`src/rtl/bp_pkg.sv`:
```
// Shared types and helpers for the branch predictor: 2-bit saturating counters,
// the PHT sequencer state encoding and the counter update functions.
package bp_pkg;

   localparam int IDX_W_DEFAULT = 10;

   typedef logic [1:0] ctr_t;

   localparam ctr_t CTR_SNT = 2'd0;
   localparam ctr_t CTR_WNT = 2'd1;
   localparam ctr_t CTR_WT  = 2'd2;
   localparam ctr_t CTR_ST  = 2'd3;

   typedef enum logic [1:0] {
      ST_INIT,
      ST_IDLE,
      ST_UPD_RD,
      ST_UPD_WR
   } state_t;

   function automatic ctr_t sat_inc(input ctr_t c);
      return (c == CTR_ST) ? CTR_ST : ctr_t'(c + 2'd1);
   endfunction

   function automatic ctr_t sat_dec(input ctr_t c);
      return (c == CTR_SNT) ? CTR_SNT : ctr_t'(c - 2'd1);
   endfunction

endpackage

```
`src/rtl/bp_pht_ctrl_if.sv`:
```
// Signal bundle between the PHT controller, the fetch/execute stages and the RAM.
// The slave modport is the controller's view; master is the surrounding pipeline/RAM.
interface bp_pht_ctrl_if #(
   parameter int IDX_W = bp_pkg::IDX_W_DEFAULT
);
   logic             lk_valid;
   logic [IDX_W-1:0] lk_addr;
   logic             lk_ready;
   logic             pred_valid;
   logic             pred_taken;
   logic             upd_valid;
   logic [IDX_W-1:0] upd_addr;
   logic             upd_taken;
   logic             upd_ready;
   logic             init_done;
   logic             ram_en;
   logic             ram_we;
   logic [IDX_W-1:0] ram_addr;
   logic [1:0]       ram_wdata;
   logic [1:0]       ram_rdata;

   modport slave (
      input  lk_valid, lk_addr, upd_valid, upd_addr, upd_taken, ram_rdata,
      output lk_ready, pred_valid, pred_taken, upd_ready, init_done,
             ram_en, ram_we, ram_addr, ram_wdata
   );

   modport master (
      output lk_valid, lk_addr, upd_valid, upd_addr, upd_taken, ram_rdata,
      input  lk_ready, pred_valid, pred_taken, upd_ready, init_done,
             ram_en, ram_we, ram_addr, ram_wdata
   );

endinterface

```
`src/rtl/bp_upd_fifo.sv`:
```
// Small synchronous FIFO buffering resolved-branch updates {addr, taken}.
// Head entry is presented combinationally so the arbiter can issue it in the pop cycle.
module bp_upd_fifo
   import bp_pkg::*;
#(
   parameter int W     = IDX_W_DEFAULT + 1,
   parameter int DEPTH = 4
) (
   input  logic         clk,
   input  logic         rst,
   input  logic         push,
   input  logic [W-1:0] push_data,
   input  logic         pop,
   output logic [W-1:0] head,
   output logic         full,
   output logic         empty
);

   localparam int AW = $clog2(DEPTH);

   logic [W-1:0] mem_reg [DEPTH];
   logic [AW:0]  wr_ptr_reg;
   logic [AW:0]  rd_ptr_reg;
   logic         push_en;
   logic         pop_en;

   assign push_en = push & ~full;
   assign pop_en  = pop & ~empty;

   always_ff @(posedge clk or posedge rst) begin
      if (rst) begin
         wr_ptr_reg <= '0;
         rd_ptr_reg <= '0;
      end else begin
         if (push_en)
            wr_ptr_reg <= wr_ptr_reg + (AW+1)'(1);
         if (pop_en)
            rd_ptr_reg <= rd_ptr_reg + (AW+1)'(1);
      end
   end

   always_ff @(posedge clk) begin
      if (push_en)
         mem_reg[wr_ptr_reg[AW-1:0]] <= push_data;
   end

   // Extra pointer MSB distinguishes full from empty when the indices match.
   assign empty = (wr_ptr_reg == rd_ptr_reg);
   assign full  = (wr_ptr_reg[AW] != rd_ptr_reg[AW]) &&
                  (wr_ptr_reg[AW-1:0] == rd_ptr_reg[AW-1:0]);
   assign head  = mem_reg[rd_ptr_reg[AW-1:0]];

endmodule

```
`src/rtl/bp_pht_ctrl.sv`:
```
// PHT sequencer: initialises the counter table, then arbitrates the single RAM port
// between fetch lookups and buffered read-modify-write counter updates.
module bp_pht_ctrl
   import bp_pkg::*;
#(
   parameter int   IDX_W      = IDX_W_DEFAULT,
   parameter ctr_t INIT_CTR   = CTR_ST,
   parameter int   FIFO_DEPTH = 4,
   parameter int   MAX_DEFER  = 8
) (
   input  logic        clk,
   input  logic        rst,
   bp_pht_ctrl_if.slave bus
);

   localparam int DW = $clog2(MAX_DEFER + 1);
   localparam int FW = IDX_W + 1;

   state_t           state_reg, state_next;
   logic [IDX_W-1:0] ptr_reg, ptr_next;
   logic             init_done_reg, init_done_next;
   logic [DW-1:0]    defer_reg, defer_next;
   logic             pred_valid_reg, pred_valid_next;
   logic [IDX_W-1:0] upd_addr_reg, upd_addr_next;
   logic             upd_taken_reg, upd_taken_next;
   ctr_t             rdata_reg, rdata_next;

   logic             fifo_push;
   logic             fifo_pop;
   logic [FW-1:0]    fifo_head;
   logic             fifo_full;
   logic             fifo_empty;
   logic             force_upd;
   logic             lk_ready;
   logic             ram_en;
   logic             ram_we;
   logic [IDX_W-1:0] ram_addr;
   ctr_t             ram_wdata;
   logic             upd_ready;

   assign upd_ready = init_done_reg & ~fifo_full;
   assign fifo_push = bus.upd_valid & upd_ready;
   assign force_upd = fifo_full | (defer_reg == DW'(MAX_DEFER));

   bp_upd_fifo #(
      .W     (FW),
      .DEPTH (FIFO_DEPTH)
   ) u_fifo (
      .clk       (clk),
      .rst       (rst),
      .push      (fifo_push),
      .push_data ({bus.upd_addr, bus.upd_taken}),
      .pop       (fifo_pop),
      .head      (fifo_head),
      .full      (fifo_full),
      .empty     (fifo_empty)
   );

   always_ff @(posedge clk or posedge rst) begin
      if (rst) begin
         state_reg      <= ST_INIT;
         ptr_reg        <= '0;
         init_done_reg  <= 1'b0;
         defer_reg      <= '0;
         pred_valid_reg <= 1'b0;
         upd_addr_reg   <= '0;
         upd_taken_reg  <= 1'b0;
         rdata_reg      <= CTR_SNT;
      end else begin
         state_reg      <= state_next;
         ptr_reg        <= ptr_next;
         init_done_reg  <= init_done_next;
         defer_reg      <= defer_next;
         pred_valid_reg <= pred_valid_next;
         upd_addr_reg   <= upd_addr_next;
         upd_taken_reg  <= upd_taken_next;
         rdata_reg      <= rdata_next;
      end
   end

   always_comb begin
      state_next      = state_reg;
      ptr_next        = ptr_reg;
      init_done_next  = init_done_reg;
      defer_next      = defer_reg;
      pred_valid_next = 1'b0;
      upd_addr_next   = upd_addr_reg;
      upd_taken_next  = upd_taken_reg;
      rdata_next      = rdata_reg;
      fifo_pop        = 1'b0;
      lk_ready        = 1'b0;
      ram_en          = 1'b0;
      ram_we          = 1'b0;
      ram_addr        = '0;
      ram_wdata       = CTR_SNT;

      // The reset state is INIT, whose decode would otherwise drive a RAM write
      // while rst is held; keep the RAM port quiet until reset is released.
      if (!rst) begin
         unique case (state_reg)
            ST_INIT: begin
               ram_en    = 1'b1;
               ram_we    = 1'b1;
               ram_addr  = ptr_reg;
               ram_wdata = INIT_CTR;
               ptr_next  = ptr_reg + IDX_W'(1);
               if (ptr_reg == '1) begin
                  state_next     = ST_IDLE;
                  init_done_next = 1'b1;
               end
            end
            ST_IDLE: begin
               if (!fifo_empty && (force_upd || !bus.lk_valid)) begin
                  fifo_pop       = 1'b1;
                  ram_en         = 1'b1;
                  ram_addr       = fifo_head[FW-1:1];
                  upd_addr_next  = fifo_head[FW-1:1];
                  upd_taken_next = fifo_head[0];
                  state_next     = ST_UPD_RD;
               end else begin
                  lk_ready = 1'b1;
                  if (bus.lk_valid) begin
                     ram_en          = 1'b1;
                     ram_addr        = bus.lk_addr;
                     pred_valid_next = 1'b1;
                  end
               end
            end
            ST_UPD_RD: begin
               rdata_next = bus.ram_rdata;
               state_next = ST_UPD_WR;
            end
            ST_UPD_WR: begin
               ram_en     = 1'b1;
               ram_we     = 1'b1;
               ram_addr   = upd_addr_reg;
               ram_wdata  = upd_taken_reg ? sat_inc(rdata_reg) : sat_dec(rdata_reg);
               state_next = ST_IDLE;
            end
            default: state_next = ST_INIT;
         endcase
      end

      // Starvation guard: count lookups that won while an update was waiting.
      if (fifo_empty || fifo_pop)
         defer_next = '0;
      else if (state_reg == ST_IDLE && lk_ready && bus.lk_valid && defer_reg != DW'(MAX_DEFER))
         defer_next = defer_reg + DW'(1);
   end

   assign bus.lk_ready   = lk_ready;
   assign bus.upd_ready  = upd_ready;
   assign bus.init_done  = init_done_reg;
   assign bus.pred_valid = pred_valid_reg;
   assign bus.pred_taken = pred_valid_reg & bus.ram_rdata[1];
   assign bus.ram_en     = ram_en;
   assign bus.ram_we     = ram_we;
   assign bus.ram_addr   = ram_addr;
   assign bus.ram_wdata  = ram_wdata;

endmodule

```
`src/flat_wrapper.sv`:
```
// flat-port wrapper written by rule: the top's interface ports become plain ports
module bp_pht_ctrl_flat import bp_pkg::*;
#(
   parameter int   IDX_W      = IDX_W_DEFAULT,
   parameter ctr_t INIT_CTR   = CTR_ST,
   parameter int   FIFO_DEPTH = 4,
   parameter int   MAX_DEFER  = 8
)
  (clk, rst, bus_lk_valid, bus_lk_addr, bus_upd_valid, bus_upd_addr, bus_upd_taken, bus_ram_rdata, bus_lk_ready, bus_pred_valid, bus_pred_taken, bus_upd_ready, bus_init_done, bus_ram_en, bus_ram_we, bus_ram_addr, bus_ram_wdata);
  bp_pht_ctrl_if #(.IDX_W(IDX_W)) bus_i ();
  input  logic clk;
  input  logic rst;
  input wire logic [$bits(bus_i.lk_valid)-1:0] bus_lk_valid;
  input wire logic [$bits(bus_i.lk_addr)-1:0] bus_lk_addr;
  input wire logic [$bits(bus_i.upd_valid)-1:0] bus_upd_valid;
  input wire logic [$bits(bus_i.upd_addr)-1:0] bus_upd_addr;
  input wire logic [$bits(bus_i.upd_taken)-1:0] bus_upd_taken;
  input wire logic [$bits(bus_i.ram_rdata)-1:0] bus_ram_rdata;
  output wire logic [$bits(bus_i.lk_ready)-1:0] bus_lk_ready;
  output wire logic [$bits(bus_i.pred_valid)-1:0] bus_pred_valid;
  output wire logic [$bits(bus_i.pred_taken)-1:0] bus_pred_taken;
  output wire logic [$bits(bus_i.upd_ready)-1:0] bus_upd_ready;
  output wire logic [$bits(bus_i.init_done)-1:0] bus_init_done;
  output wire logic [$bits(bus_i.ram_en)-1:0] bus_ram_en;
  output wire logic [$bits(bus_i.ram_we)-1:0] bus_ram_we;
  output wire logic [$bits(bus_i.ram_addr)-1:0] bus_ram_addr;
  output wire logic [$bits(bus_i.ram_wdata)-1:0] bus_ram_wdata;
  assign bus_i.lk_valid = bus_lk_valid;
  assign bus_i.lk_addr = bus_lk_addr;
  assign bus_i.upd_valid = bus_upd_valid;
  assign bus_i.upd_addr = bus_upd_addr;
  assign bus_i.upd_taken = bus_upd_taken;
  assign bus_i.ram_rdata = bus_ram_rdata;
  assign bus_lk_ready = bus_i.lk_ready;
  assign bus_pred_valid = bus_i.pred_valid;
  assign bus_pred_taken = bus_i.pred_taken;
  assign bus_upd_ready = bus_i.upd_ready;
  assign bus_init_done = bus_i.init_done;
  assign bus_ram_en = bus_i.ram_en;
  assign bus_ram_we = bus_i.ram_we;
  assign bus_ram_addr = bus_i.ram_addr;
  assign bus_ram_wdata = bus_i.ram_wdata;
  bp_pht_ctrl #(.IDX_W(IDX_W), .INIT_CTR(INIT_CTR), .FIFO_DEPTH(FIFO_DEPTH), .MAX_DEFER(MAX_DEFER)) u_core (.clk(clk), .rst(rst), .bus(bus_i));
endmodule
```
`config.mk`:
```
export PLATFORM = sky130hd
export DESIGN_NAME = bp_pht_ctrl_flat
export DESIGN_NICKNAME = d
export VERILOG_FILES = /design/src/rtl/bp_pkg.sv /design/src/rtl/bp_pht_ctrl_if.sv /design/src/rtl/bp_upd_fifo.sv /design/src/rtl/bp_pht_ctrl.sv /design/src/flat_wrapper.sv
export SDC_FILE = /design/constraint.sdc
export NUM_CORES = 1
export LEC_CHECK = 0
export BUFFER_PORTS_ARGS = -buffer_cell sky130_fd_sc_hd__buf_2
export CELL_PAD_IN_SITES_DETAIL_PLACEMENT = 1
export CELL_PAD_IN_SITES_GLOBAL_PLACEMENT = 1
export CORE_MARGIN = 3
export CORE_UTILIZATION = 25
export CTS_CLUSTER_DIAMETER = 50
export CTS_CLUSTER_SIZE = 20
export DETAILED_ROUTE_END_ITERATION = 10
export GPL_TIMING_DRIVEN = 0
export PLACE_DENSITY_LB_ADDON = 0.1
export SYNTH_ARGS = -nofsm -noshare
export SYNTH_HDL_FRONTEND = slang
export SYNTH_SLANG_ARGS = --single-unit
```
`constraint.sdc`:
```
create_clock -name clk -period 2.6 [get_ports clk]
set_input_delay 0 -clock clk [delete_from_list [all_inputs] [get_ports clk]]
set_output_delay 0 -clock clk [all_outputs]
set_load 0.02 [all_outputs]
```
==> impl_metrics.ini <==
[setup_path]
end_kind = output port
path_cells = xnor2_2, nand2_4, mux2i_4, buf_4, mux2i_1, o22ai_1, buf_2
r2r_setup_slack_ns = 0.46
cp_top_family = multiplexers
path_class = flop to output port
cp.depth = 7
startpoint = u_core.u_fifo.rd_ptr_reg[0]
crit_buf_inv = 2
crit_path_end = bus_ram_addr[7]
reg2reg_depth = 6
critPathRequiredTime_ns = 2.60
slowest_delay_ns = 0.48
r2r-end = u_core.upd_taken_reg
arrival_ns = 2.44
crit_slowest_cell = dfrtp_1
crit_fanout = 10
r2r_start = u_core.u_fifo.rd_ptr_reg[0]
start_kind = flop

[hold_path]
hp-class = input port to flop

[clock_tree]
cts_tree = done
cts-root-buf = clkbuf_16
worstSkewPairLatency_ns = 0.35
post_cts_buffers = 0
clock_path_buffers = 2
clkTransAtPathRegs_ns = 0.06
cts_htree_levels = 3
cts.sinks = 81
numCtsBuffers = 9

[sta]
whs_ns = 0.08171
rsz0062_at_grt = no
period_share_pct = 93.95
fin_tns_setup_ns = 0
fmax_mhz = 409.4
drv_slew = 0
worst_slew_pin_slew_ns = 0.6689
min_period_ns = 2.443
hold_viol = 0
max-slew-margin-rel_pct = 55.41
setup_violations = 0
clock_skew_ns = 0.008712

[grt]
grt_first_pass_wirelength_um = 14630
use_met1_pct = 15.51
grtUsageMet2_pct = 18.87
grt_max_degree = 21
busiest_layer = met2
grtUsageMet3_pct = 3.380
grt_pass1_vias = 2501
grt_overflow = 0
antenna_found_initial = 0
grt.total_usage_pct = 11.83

[run_status]
status = finished, final reports clean

[synth]
synth_edf_count = 44
synthCells = 267
ys_dominant_reg_cell = edfxtp_1
syn_avg_cell_area_sq_um = 14.28
yosys.cell_types.count = 43
ys_top_cells_by_area = edfxtp_1 35%, dfrtp_1 24%, mux4_2 5.9%, ha_1 4.6%, mux2_1 3.8%
synth-seq-area-share_pct = 58.94
synth_top_cell_area_share_pct = 34.66
syn_area_sq_mm = 0.003812
synth_area_leader_cell = edfxtp_1
synth_seq_cells = 81
synth-async-reset-ratio_pct = 45.68
synth_nets = 308
ys.warnings.count = 0

[layout]
diodes = 0
final_util_pct = 32.19
drive_gt1_share_pct = 24.56
nets = 378
fin_cells = 526
area_delta_synth_final_pct = 24.12
largest_reg_flops = 44

[pwr]
ir_worst_vdd_v = 0.0004448
p_leak_nw = 1.942
power.density_mw_per_mm2 = 950.9

[floorplanning]
io-pin-count = 46
dieWidth_um = 129.5
fp.dieArea_sq_mm = 0.01677
num_rows = 44
core_region_area_sq_mm = 0.01470
fp.dieH_um = 129.5
start_util_pct = 25.94

[placement]
hpwl_um = 6653
gp_congestion = 0.7340
io_buffers = 44
placedCellCount = 496

[detailed_routing]
via_count = 2346
viasPerCell = 4.460
drcViolationCount = 0
wl_per_cell_um = 17.66
drtAntennaViolNets = 0
wirelength_um = 9289
drt_iter0_drc = 69
first_pass_iters = 4

[run]
cap_violations = 0
-- report_power, final --
group | internal, W | total (W) | switching [W]
Combinational | 0.000683 | 0.00153 | 0.000849
Sequential | 0.00155 | 0.00174 | 0.000197
Clock | 0.000683 | 0.00123 | 0.000543
-- layout by cell type, fill, tap and decap left out, types with 6 or more instances in the layout --
master | Yosys | routed
a22oi_1 | 10 | 10
clkbuf_16 | 0 | 9
dlygate4sd3_1 | 0 | 14
nand2_1 | 13 | 13
nor2_1 | 7 | 7
mux2i_1 | 11 | 11
clkbuf_1 | 7 | 7
ha_1 | 14 | 14
mux2_1 | 13 | 13
mux4_2 | 10 | 10
edfxtp_1 | 44 | 44
and2_1 | 16 | 16
dfrtp_1 | 37 | 37
buf_2 | 1 | 45
xnor2_1 | 12 | 10
o22ai_1 | 10 | 10
inv_1 | 7 | 6
-- kinds of logic (layout without fill, tap and decap cells) --
logic type               Yosys count  in the layout  synth area share [%]
flip-flops                        81             81                 58.94
AND/OR/NAND/NOR                   62             62                 9.124
multiplexers                      39             39                 14.90
AO/OA/AOI/OAI                     37             37                 6.630
XOR/XNOR                          17             17                 3.905
buffers and inverters             17             92                 1.904
adder cells (fa/ha/maj)           14             14                 4.595
-- how the worst min path moves through the flow --
stage                               start                           to  slack, ns  cells past startpoint
after global routing        bus_upd_valid  u_core.u_fifo.wr_ptr_reg[0]       0.08                      3
after global placement    bus_upd_addr[2]  u_core.u_fifo.mem_reg[3][3]       0.22                      1
after detailed placement              rst          u_core.rdata_reg[0]       0.21                      2
final                       bus_upd_valid  u_core.u_fifo.wr_ptr_reg[0]       0.08                      3
after CTS                   bus_upd_valid  u_core.u_fifo.wr_ptr_reg[0]       0.07                      3
after floorplan             bus_upd_taken  u_core.u_fifo.mem_reg[0][0]        0.1                      0
-- worst reg2reg max path, cell delays in order (launching register included) --
cell	delay, ns
dfrtp_1	0.48
xnor2_2	0.21
nand2_4	0.16
mux2i_4	0.39
nand2b_4	0.22
buf_4	0.22
mux2_1	0.34
-- synth_stat cells (5+ instances only) --
master and number:
mux4_2 10, o22ai_1 10, xnor2_1 12, mux2_1 13, nand4_1 5, and2_1 16, inv_1 7, ha_1 14
clkbuf_1 7, mux2i_1 11, nand2_1 13, and3_1 5, nor2_1 7, xor2_1 5, dfrtp_1 37, edfxtp_1 44
a22oi_1 10, nor2b_1 5
-- layer usage --
layer	up-vias	wire, um	share of wire (%)
met4	0	106	1.1
met2	43	4554	49
li1	1140	-	-
met3	8	340	3.7
met1	1155	4287	46
met5	-	0	0
-- what timing repair did --
action / 4_1_cts / 5_1_grt
endpoints found under the hold margin: 63 / 0
gates resized for setup: 0 / 2
hold buffers: 14 / 0
endpoints found under the setup margin: 0 / 7
-- layout make-up --
type,instances,area (sq um)
clock inverters,6,47.55
fillers,1562,9967
well taps,184,230.2
repair buffers,59,387.9
clock buffers,10,239.0
multi-input cells,169,1508
plain buffers,10,46.29
flip-flops and latches,81,2247
inverters,7,26.28
-- stage by stage --
stage               total power (W)  worst slack (ns)  cell area, sq um
floorplan                  0.002813            0.6795              3812
global placement           0.003280            0.3732              4263
detailed placement         0.003301            0.3616              4290
CTS                        0.004569           0.03885              4717
global route               0.004813          0.001746              4732
finish                     0.004500            0.1573              4732
No activity file was read; power rests on OpenSTA's default activity.
